==> config.mk <==
export PLATFORM = sky130hd
export DESIGN_NAME = braun8_seq
export DESIGN_NICKNAME = d
export VERILOG_FILES = /design/src/rtl/braun8_seq.sv
export SDC_FILE = /design/constraint.sdc
export NUM_CORES = 1
export LEC_CHECK = 0
export ABC_AREA = 1
export CAP_MARGIN = 30
export CORE_MARGIN = 3
export CORE_UTILIZATION = 35
export CTS_CLUSTER_DIAMETER = 80
export CTS_CLUSTER_SIZE = 20
export DETAILED_ROUTE_END_ITERATION = 10
export GPL_ROUTABILITY_DRIVEN = 1
export PLACE_DENSITY = 0.6
export SYNTH_ARGS = -nofsm -noshare
export SYNTH_HDL_FRONTEND = slang
export SYNTH_SLANG_ARGS = --single-unit
==> constraint.sdc <==
create_clock -name clk -period 6.3 [get_ports clk]
set_input_delay 0.63 -clock clk [delete_from_list [all_inputs] [get_ports clk]]
set_output_delay 0.63 -clock clk [all_outputs]
set_load 0.05 [all_outputs]
==> src/rtl/braun8_seq.sv <==
// Sequential 8x8 unsigned multiplier that reuses one 4x4 Braun array over four cycles.
// It holds both the combinational array and the controller that drives it.

module braun (
    input  logic [3:0] x,
    input  logic [3:0] y,
    output logic [7:0] prod
);

    // Carry-save rows: row i adds x*y[i]; s bits weigh i+j, c bits weigh i+j+1.
    for (genvar i = 0; i < 4; i++) begin : g_row
        logic [3:0] s;
        logic [3:0] c;
        if (i == 0) begin : g_first
            assign s = x & {4{y[0]}};
            assign c = 4'b0000;
        end else begin : g_rest
            logic [3:0] pp_bits;
            logic [3:0] s_in;
            assign pp_bits = x & {4{y[i]}};
            assign s_in    = {1'b0, g_row[i-1].s[3:1]};
            assign s       = pp_bits ^ s_in ^ g_row[i-1].c;
            assign c       = (pp_bits & s_in) | (pp_bits & g_row[i-1].c)
                           | (s_in & g_row[i-1].c);
        end
    end

    logic [3:0] s3;
    logic [3:0] c3;
    logic       k4;
    logic       k5;
    logic       k6;

    assign s3 = g_row[3].s;
    assign c3 = g_row[3].c;

    // Final ripple-carry row resolves the remaining sum/carry vectors into bits 7:4.
    assign k4 = s3[1] & c3[0];
    assign k5 = (s3[2] & c3[1]) | (s3[2] & k4) | (c3[1] & k4);
    assign k6 = (s3[3] & c3[2]) | (s3[3] & k5) | (c3[2] & k5);

    assign prod[0] = g_row[0].s[0];
    assign prod[1] = g_row[1].s[0];
    assign prod[2] = g_row[2].s[0];
    assign prod[3] = s3[0];
    assign prod[4] = s3[1] ^ c3[0];
    assign prod[5] = s3[2] ^ c3[1] ^ k4;
    assign prod[6] = s3[3] ^ c3[2] ^ k5;
    assign prod[7] = c3[3] ^ k6;

endmodule

module braun8_seq (
    input  logic        clk,
    input  logic        rst,
    input  logic        start,
    input  logic [7:0]  a,
    input  logic [7:0]  b,
    output logic        busy,
    output logic        done,
    output logic [15:0] p
);

    typedef enum logic [0:0] {StIdle, StRun} state_e;

    state_e      state_q, state_d;
    logic [7:0]  ra_q, ra_d;
    logic [7:0]  rb_q, rb_d;
    logic [15:0] acc_q, acc_d;
    logic [1:0]  step_q, step_d;
    logic [15:0] p_q, p_d;
    logic        done_q, done_d;

    logic [3:0]  arr_x;
    logic [3:0]  arr_y;
    logic [7:0]  arr_pp;
    logic [15:0] pp_ext;
    logic [15:0] pp_shifted;
    logic [15:0] acc_sum;

    always_comb begin
        arr_x = ra_q[3:0];
        arr_y = rb_q[3:0];
        unique case (step_q)
            2'd0: begin arr_x = ra_q[3:0]; arr_y = rb_q[3:0]; end
            2'd1: begin arr_x = ra_q[7:4]; arr_y = rb_q[3:0]; end
            2'd2: begin arr_x = ra_q[3:0]; arr_y = rb_q[7:4]; end
            2'd3: begin arr_x = ra_q[7:4]; arr_y = rb_q[7:4]; end
        endcase
    end

    braun u_braun (
        .x    (arr_x),
        .y    (arr_y),
        .prod (arr_pp)
    );

    assign pp_ext = {8'h00, arr_pp};

    always_comb begin
        pp_shifted = pp_ext;
        unique case (step_q)
            2'd0:       pp_shifted = pp_ext;
            2'd1, 2'd2: pp_shifted = pp_ext << 4;
            2'd3:       pp_shifted = pp_ext << 8;
        endcase
    end

    // Cannot overflow: the largest full product is 0xFE01.
    assign acc_sum = acc_q + pp_shifted;

    always_comb begin
        state_d = state_q;
        ra_d    = ra_q;
        rb_d    = rb_q;
        acc_d   = acc_q;
        step_d  = step_q;
        p_d     = p_q;
        done_d  = 1'b0;
        unique case (state_q)
            StIdle: begin
                if (start) begin
                    ra_d    = a;
                    rb_d    = b;
                    acc_d   = 16'h0000;
                    step_d  = 2'd0;
                    state_d = StRun;
                end
            end
            StRun: begin
                acc_d  = acc_sum;
                step_d = step_q + 2'd1;
                if (step_q == 2'd3) begin
                    p_d     = acc_sum;
                    done_d  = 1'b1;
                    state_d = StIdle;
                    step_d  = 2'd0;
                end
            end
            default: state_d = StIdle;
        endcase
    end

    always_ff @(posedge clk) begin
        if (rst) begin
            state_q <= StIdle;
            ra_q    <= 8'h00;
            rb_q    <= 8'h00;
            acc_q   <= 16'h0000;
            step_q  <= 2'd0;
            p_q     <= 16'h0000;
            done_q  <= 1'b0;
        end else begin
            state_q <= state_d;
            ra_q    <= ra_d;
            rb_q    <= rb_d;
            acc_q   <= acc_d;
            step_q  <= step_d;
            p_q     <= p_d;
            done_q  <= done_d;
        end
    end

    assign busy = (state_q == StRun);
    assign done = done_q;
    assign p    = p_q;

endmodule

==> results.yml, run 1 <==
critical_path:
  end_kind: "flip-flop"
  endpoint: "acc_q[7]"
  crit_arrival_ns: 5.60
  required_ns: 6.55
  cp_max_fo: 7
  r2r_cells: 21
  start_kind: "flip-flop"
  crit_path_start: "step_q[0]"
  ff2ff_setup_slack_ns: 0.94
  worstReg2RegEnd: "acc_q[7]"
  reg2reg_from: "step_q[0]"
  criticalPathCategory: "reg -> reg"
timing:
  worst_slew_pin_slew_ns: 0.709
  finalCritPeriodShare_pct: 85.0
  fmax_ghz: 0.187
  final.setup_skew_ns: 0.00780
  drv_slew: 0
  fin_crit_ns: 5.36
  setup_tns_ns: 0
  slew_headroom_pct: 52.7
  setup_viol_count_final: 0
  hold_viol_final: 0
  rsz0062_at_grt: "false"
route:
  drt_iter0_markers: 70
  via_count: 2841
  drt_pre_antenna_iters: 5
  drc: 0
  routed_via_density: 4.69
  ant_nets: 0
  wirelength_um: 7420
  wl_per_cell_um: 12.2
cells_and_area:
  layout.nets: 548
  n_fill_cell: 913
  final_core_util_pct: 43.1
  diodes: 0
  syn2layout_area_growth_pct: 17.2
  layout-drive-gt1-share_pct: 8.03
cts:
  cts_hold_buf: 0
  clkTransAtPathRegs_ns: 0.09
  numCtsBuffers: 5
  cts_tree: "built"
  clk_path_buf_depth: 2
  post_cts_resized: 0
  cts_root_buf: "clkbuf_8"
  cts_max_level: 2
  clk-insertion-delay-late_ns: 0.31
  postCtsSetupBuffers: 0
  cts.sinks: 52
yosys:
  synth.area.top_cells: "dfxtp_1, nand2_1, ha_1"
  ys_ff_latch: 52
  yosysTopAreaCell: "dfxtp_1"
  syn_area_mm2: 0.00327
  synth_warnings: 0
  ys_types: 35
  postSynthAreaPerCell_um2: 7.06
  netlist_instances: 463
  synth_top_area_share_pct: 31.9
  syn_nets: 514
  yosysSeqAreaShare_pct: 31.9
grt:
  antenna_found_initial: 0
  first_global_vias: 2691
  grt_max_degree: 22
  grt_usage_pct: 14.9
  grt-ovfl-total: 0
  grt_first_pass_wirelength_um: 12500
placed_design:
  finalWeightedCongestion: 0.889
  dp_hpwl_um: 5790
  portBuffers: 36
floorplan:
  die_x_um: 103
  io_pins: 37
  die_h_um: 103
  start_util_pct: 36.8
  die-area_mm2: 0.0105
  coreArea_mm2: 0.00889
  rows: 34
outcome:
  status: "completed"
worst_hold_path:
  hold_path_class: "reg -> reg"
power:
  p_per_area_mw_per_mm2: 170
  leakagePower_uw: 0.00182
  peakVddDrop_v: 0.000105
flow_run:
  drv_cap: 0
==> cells by family after synthesis <==
| group | count (synthesis) | share of synthesized area, % |
|---|---|---|
| mux | 4 | 1.23 |
| flops | 52 | 31.9 |
| simple gates | 234 | 30.9 |
| xor+xnor | 7 | 2.11 |
| compound gates | 64 | 11.3 |
| fa+ha+maj | 32 | 14.3 |
| buf+inv | 70 | 8.31 |
==> power breakdown <==
group          leakage (uW)  internal (uW)  switching [uW]
sequential         0.000423            339            5.82
combinational       0.00135           37.5            60.2
clock             0.0000445           89.7             117
total               0.00182            467             183
==> worst min path at each step <==
stage                       start       to  slack (ns)  cells past startpoint
after CTS                    p[8]     p[8]        0.46                      2
after global routing        p[12]    p[12]        0.47                      2
final                        p[8]     p[8]        0.45                      2
after detailed placement     p[8]     p[8]        0.44                      2
after global placement       p[8]     p[8]        0.44                      2
after floorplan           rb_q[4]  rb_q[4]        0.42                      2
==> through the flow <==
step / cells / power [uW] / area (um2) / hold WS (ns) / setup slack (ns)
2_1_floorplan: 463 / 419 / 3270 / 0.424 / 1.51
3_3_place_gp: 597 / 450 / 3720 / 0.436 / 1.02
3_5_place_dp: 598 / 452 / 3740 / 0.438 / 0.923
4_1_cts: 606 / 655 / 3830 / 0.456 / 0.903
5_1_grt: 606 / 683 / 3830 / 0.473 / 0.579
6_report: 606 / 649 / 3830 / 0.451 / 0.942
==> area by class of cell <==
class,instances,area [um2],area share [%]
Multi-Input combinational cell,341,1960,51.1
Sequential cell,52,1040,27.2
Inverter,59,221,5.78
Tap cell,108,135,3.53
Clock inverter,1,7.51,0.196
Clock buffer,7,86.3,2.25
Timing Repair Buffer,38,383,10.0
==> layer usage <==
layer	GRT usage (%)	wire length [um]	part of all wire, %	vias up
met3	2.50	295	4.0	10
met2	24.5	3320	45	58
li1	-	-	-	1533
met4	3.83	113	1.5	0
met5	0	0	0	-
met1	20.3	3690	50	1240
==> Yosys cell counts (all sizes together) <==
cell type    n
a21oi       30
a22o         5
and2         3
buf          6
clkbuf       5
clkinv       1
dfxtp       52
fa           9
ha          23
inv         58
mux2i        4
nand2      136
nand3       25
nand3b       3
nand4        1
nor2        62
nor3         2
o21ai       20
o221a        1
o22ai        8
or2          2
xor2         7
==> flip-flops by register name, indices dropped and copies added, names as in the netlist <==
signal	flops
acc_q	16
p	16
ra_q	8
rb_q	8
step_q	2
busy	1
done	1
==> worst max-delay path, stage by stage (launching register included) <==
cell and delay [ns]:
dfxtp_1 0.41, inv_1 0.09, ha_1 0.20, nor2_1 0.32, mux2i_1 0.39, nor2_1 0.09
ha_1 0.32, fa_1 0.43, fa_1 0.45, ha_1 0.22, fa_1 0.38, fa_1 0.48
inv_1 0.06, o22ai_1 0.23, ha_1 0.33, nand2_1 0.15, inv_1 0.07, a21oi_2 0.14
nand2_2 0.10, xor2_1 0.21, nand2_1 0.08, a21oi_1 0.12
==> cell usage in the layout, fill, tap and decap left out, types with 2 or more instances in the layout <==
master and n:
a21oi_1 26, a21oi_2 4, a22o_1 5, and2_1 2
clkbuf_8 6, clkdlybuf4s50_1 36, dfxtp_1 52, fa_1 9
ha_1 23, inv_1 53, inv_2 5, mux2i_1 4
nand2_1 128, nand2_2 8, nand3_1 20, nand3_2 5
nand3b_1 3, nor2_1 57, nor2_2 4, o21ai_0 19
o22ai_1 8, xor2_1 6
No activity file was read; power rests on OpenSTA's default activity.
==> run 2: changes to the inputs <==
--- a/config.mk
+++ b/config.mk
@@ -16,4 +16,5 @@
 export PLACE_DENSITY = 0.6
 export SYNTH_ARGS = -nofsm -noshare
 export SYNTH_HDL_FRONTEND = slang
+export SYNTH_HIERARCHICAL = 1
 export SYNTH_SLANG_ARGS = --single-unit
==> run 2 against run 1 <==
Fmax is 0.58% lower. Sequential share of layout area fell by 1.2 points. Critical path depth increased by 2. Global-route usage decreased by 0.12 points. Synthesized cell count rose by 5.4%. Critical path type unchanged.
==> results.yml, run 2 <==
yosys:
  synth.most_common_cell: "nand2_1"
  synth_top_area_share_pct: 30.4
  ys_top_cells_by_count: "nand2_1, inv_1, dfxtp_1"
  synth_warnings: 6
  muxShareOfSynthArea_pct: 2.63
  synth_xor_area_share_pct: 1.02
  synth_compound_area_share_pct: 9.36
  synth_top_family_by_area: "simple AND/OR/NAND/NOR gates"
  async_flop_share_pct: 0
  post_synth_fa_ha_maj_area_fraction_pct: 13.7
  netlist_instances: 488
  postSynthAreaPerCell_um2: 7.01
  syn_nets: 539
  syn_area_mm2: 0.00342
  yosysTopAreaCell: "dfxtp_1"
  synth-edff-count: 0
  synth.area.top_cells: "dfxtp_1, nand2_1, ha_1"
  yosysSeqAreaShare_pct: 30.4
  ys_types: 35
  ys_ff_latch: 52
  synth_ff_type: "dfxtp_1"
  synth-simple-area-share_pct: 32.6
timing:
  drv_slew: 0
  slew_headroom_pct: 49.1
  setup_tns_ns: 0
  worst_slack_ns: 0.911
  timing.hold.ws_ns: 0.454
  fin_crit_ns: 5.39
  hold_viol_final: 0
  worst_slew_pin_slew_ns: 0.762
  setup_viol_count_final: 0
  rsz0062_at_grt: "false"
  finalCritPeriodShare_pct: 85.5
  fmax_ghz: 0.186
  final.setup_skew_ns: 0.00963
cts:
  cts_max_level: 2
  numCtsBuffers: 5
  clk_path_buf_depth: 2
  cts_root_buf: "clkbuf_8"
  postCtsSetupBuffers: 0
  cts_tree: "built"
  cts.sinks: 52
  cts_hold_buf: 0
  clk-insertion-delay-late_ns: 0.31
  post_cts_resized: 0
  clkTransAtPathRegs_ns: 0.10
grt:
  antenna_found_initial: 0
  grt_usage_pct: 14.8
  first_global_vias: 2892
  grt_max_degree: 24
  grt_first_pass_wirelength_um: 13500
  grt-ovfl-total: 0
floorplan:
  coreArea_mm2: 0.00937
  io_pins: 37
  start_util_pct: 36.5
  die_x_um: 105
  die-area_mm2: 0.0110
  rows: 35
  die_h_um: 105
cells_and_area:
  diodes: 0
  syn2layout_area_growth_pct: 17.0
  n_fill_cell: 995
  final_cell_mix: "nand2_1, inv_1, dfxtp_1"
  layout-drive-gt1-share_pct: 9.58
  final_common_cell: "nand2_1"
  layout.nets: 572
worst_hold_path:
  hold_path_class: "reg -> reg"
critical_path:
  cp_max_fo: 8
  crit_arrival_ns: 5.64
  path_cells: "ha_1, nor2_1, mux2_2, nand2_1, inv_1, ha_1, fa_1, fa_1, ha_1, fa_1, fa_1, inv_1, o22ai_1, ha_1, nand2_1, inv_1, a21oi_1, nand2_2, nand2_2, nand2_1, nand2_1, nand3_2, a21oi_2"
  critPathTopFamily: "adder cells"
  start_kind: "flip-flop"
  slowest_delay_ns: 0.54
  end_kind: "flip-flop"
  crit_buf_inv: 3
  required_ns: 6.55
  slowest_stage: "fa_1"
  criticalPathCategory: "reg -> reg"
route:
  ant_nets: 0
  via_count: 3058
  wl_per_cell_um: 12.1
  drt_pre_antenna_iters: 4
  routed_via_density: 4.70
  drt_iter0_markers: 161
  wirelength_um: 7880
  drc: 0
power:
  peakVddDrop_v: 0.0000777
  p_per_area_mw_per_mm2: 171
  total_power_uw: 685
  leakagePower_uw: 0.00206
placed_design:
  place_ws_ns: 0.920
  portBuffers: 36
  finalWeightedCongestion: 0.953
  dp_hpwl_um: 5970
outcome:
  status: "completed"
flow_run:
  drv_cap: 0
[run 2: path summary, 6_finish.rpt]
kind,startpoint,to,slack (ns),cells after the start
min,p[5],p[5],0.45,2
min reg2reg,p[5],p[5],0.45,2
max,step_q[0],acc_q[11],0.91,23
max reg2reg,step_q[0],acc_q[11],0.91,23
[run 2: report_power, final]
| part | switching (uW) | total [uW] | leakage [uW] | internal [uW] |
|---|---|---|---|---|
| logic | 62.6 | 104 | 0.00159 | 41.6 |
| clock network | 117 | 235 | 0.0000541 | 118 |
| registers | 6.01 | 346 | 0.000423 | 340 |
[run 2: logic make-up after synthesis]
group	Yosys count
simple gates	249
flops	52
compound gates	55
fa+ha+maj	32
xor+xnor	4
buf+inv	88
mux	8
[run 2: layout make-up]
class | instances | area, um2 | area share, %
tap | 129 | 161 | 4.03
multi-input combinational | 348 | 2030 | 50.7
sequential | 52 | 1040 | 26.0
inverter | 76 | 285 | 7.13
timing repair buffer | 38 | 375 | 9.38
clock inverter | 3 | 42.5 | 1.06
clock buffer | 5 | 68.8 | 1.72
[run 2: routing by layer]
layer / part of all wire, % / global-route usage, %
met5: 0 / 0
met4: 0.83 / 3.66
met3: 4.2 / 2.35
met2: 44 / 23.5
met1: 51 / 20.9
[run 2: per-stage QoR]
| step | area, um2 | cells | utilization, % |
|---|---|---|---|
| after floorplan | 3420 | 488 | - |
| after global placement | 3890 | 643 | 41.5 |
| after detailed placement | 3890 | 643 | 41.5 |
| after CTS | 4000 | 651 | 42.7 |
| after global routing | 4000 | 651 | 42.7 |
| final | 4000 | 651 | 42.7 |
[run 2: worst register-to-register path, stage by stage (launching register included)]
cell	delay (ns)
dfxtp_1	0.34
ha_1	0.30
nor2_1	0.33
mux2_2	0.42
nand2_1	0.08
inv_1	0.05
ha_1	0.30
fa_1	0.42
fa_1	0.44
ha_1	0.22
fa_1	0.39
fa_1	0.54
inv_1	0.06
o22ai_1	0.20
ha_1	0.31
nand2_1	0.14
inv_1	0.05
a21oi_1	0.16
nand2_2	0.13
nand2_2	0.09
nand2_1	0.05
nand2_1	0.09
nand3_2	0.08
a21oi_2	0.12
==> run 3: changes to the inputs <==
--- a/config.mk
+++ b/config.mk
@@ -8,12 +8,12 @@
 export ABC_AREA = 1
 export CAP_MARGIN = 30
 export CORE_MARGIN = 3
-export CORE_UTILIZATION = 35
+export CORE_UTILIZATION = 57
 export CTS_CLUSTER_DIAMETER = 80
 export CTS_CLUSTER_SIZE = 20
 export DETAILED_ROUTE_END_ITERATION = 10
 export GPL_ROUTABILITY_DRIVEN = 1
-export PLACE_DENSITY = 0.6
+export PLACE_DENSITY = 0.86
 export SYNTH_ARGS = -nofsm -noshare
 export SYNTH_HDL_FRONTEND = slang
 export SYNTH_HIERARCHICAL = 1
==> constraint.sdc (replaced) <==
create_clock -name clk -period 6.1 [get_ports clk]
set_input_delay 1.83 -clock clk [delete_from_list [all_inputs] [get_ports clk]]
set_output_delay 1.83 -clock clk [all_outputs]
set_load 0.05 [all_outputs]
==> run 3 against run 2 <==
Final area shrank 2.0%. Combinational power up 4%. Non-clock buffer count stayed put. Flip-flop and latch count stayed put. Count of clock-buffer cells in the layout up 1. Worst hold slack better by 0.0017 ns. Routed wire length down 0.10%. Fmax barely moved. Sequential share of layout area grew 0.52 points. Cell count is 8.8% lower. Power shrank 2.2%. Die area decreased by 37%.
==> results.yml, run 3 (synthesis gave the netlist of run 2 again) <==
cts:
  clk-insertion-delay-late_ns: 0.32
  postCtsSetupBuffers: 0
  cts.sinks: 52
  clkTransAtPathRegs_ns: 0.10
  cts_root_buf: "clkbuf_8"
  numCtsBuffers: 5
  cts_max_level: 2
  cts_hold_buf: 0
  cts_tree: "built"
  post_cts_resized: 0
  clk_path_buf_depth: 2
timing:
  fmax_ghz: 0.185
  rsz0062_at_grt: "false"
  fin_crit_ns: 5.39
  final.setup_skew_ns: 0.00733
  worst_slew_pin_slew_ns: 0.775
  hold_viol_final: 0
  finalCritPeriodShare_pct: 88.4
  setup_tns_ns: 0
  drv_slew: 0
  slew_headroom_pct: 48.3
  setup_viol_count_final: 0
placed_design:
  post_dp_cell_area_mm2: 0.00382
  portBuffers: 36
  finalWeightedCongestion: 1.01
  dp_hpwl_um: 5890
cells_and_area:
  layout-drive-gt1-share_pct: 9.39
  final_common_cell: "nand2_1"
  final_cell_mix: "nand2_1, inv_1, dfxtp_1"
  layout.nets: 572
  syn2layout_area_growth_pct: 14.7
  diodes: 0
  final_area_mm2: 0.00392
route:
  wirelength_um: 7870
  wl_per_cell_um: 13.2
  drt_pre_antenna_iters: 4
  drc: 0
  drt_iter0_markers: 175
  ant_nets: 0
  via_count: 3113
  routed_via_density: 5.24
grt:
  grt_usage_pct: 23.7
  first_global_vias: 3091
  antenna_found_initial: 0
  grt_first_pass_wirelength_um: 13700
  grt-ovfl-total: 0
  grt_max_degree: 22
power:
  peakVddDrop_v: 0.000130
  p_per_area_mw_per_mm2: 171
  leakagePower_uw: 0.00206
critical_path:
  start_kind: "flip-flop"
  crit_arrival_ns: 5.58
  cp_max_fo: 8
  end_kind: "flip-flop"
  path_cells: "ha_1, nor2_1, mux2_2, nand2_1, inv_1, ha_1, fa_1, fa_1, ha_1, fa_1, fa_1, inv_1, o22ai_1, ha_1, nand2_1, inv_1, a21oi_1, nand2_2, or2_1, nand3_1, a21oi_1"
  required_ns: 6.29
  criticalPathCategory: "reg -> reg"
  slowest_stage: "fa_1"
  slowest_delay_ns: 0.53
floorplan:
  io_pins: 37
  die_x_um: 83.5
  die_h_um: 83.5
  start_util_pct: 60.6
  die-area_mm2: 0.00697
  coreArea_mm2: 0.00564
  rows: 27
flow_run:
  drv_cap: 0
worst_hold_path:
  hold_path_class: "reg -> reg"
outcome:
  status: "completed"
run 3: layer usage:
layer,GRT usage (%),part of all wire (%)
met4,8.92,2.6
met5,0,0
met1,30.5,46
met3,3.85,4.3
met2,39.8,47
run 3: worst paths after layout:
path / depth (start not counted) / end / startpoint / slack [ns]
worst max register to register: 21 / acc_q[7] / step_q[1] / 0.71
worst min register to register: 2 / p[9] / p[9] / 0.46
worst max-delay path: 21 / acc_q[7] / step_q[1] / 0.71
worst min-delay path: 2 / p[9] / p[9] / 0.46
run 3: worst max-delay path, delay by kind of cell (launching register included):
kind	cells	cell delay, ns
fa+ha+maj	8	2.94
simple gates	6	0.99
mux	1	0.42
compound gates	3	0.41
flops	1	0.36
buf+inv	3	0.15
run 3: layout make-up:
cell class              count  area [um2]
clock buffers               6        72.6
repair buffers             38         390
inverters                  76         285
multi-input cells         348        2030
clock inverters             2        16.3
fillers                   468        1720
well taps                  72        90.1
flip-flops and latches     52        1040
run 3: metrics by stage:
| step | std cells | utilization [%] | worst slack [ns] | power (uW) | hold WS, ns |
|---|---|---|---|---|---|
| after floorplan | 488 | - | 1.14 | 439 | 0.443 |
| after global placement | 584 | 67.4 | 0.848 | 466 | 0.437 |
| after detailed placement | 585 | 67.7 | 0.750 | 471 | 0.438 |
| after CTS | 593 | 69.3 | 0.722 | 670 | 0.457 |
| after global routing | 594 | 69.5 | 0.370 | 700 | 0.480 |
| final | 594 | 69.5 | 0.709 | 670 | 0.456 |
run 3: where the power goes:
group	internal, uW	switching, uW	total (uW)
Clock	81.9	121	203
Combinational	44.3	63.8	108
Sequential	351	8.16	359
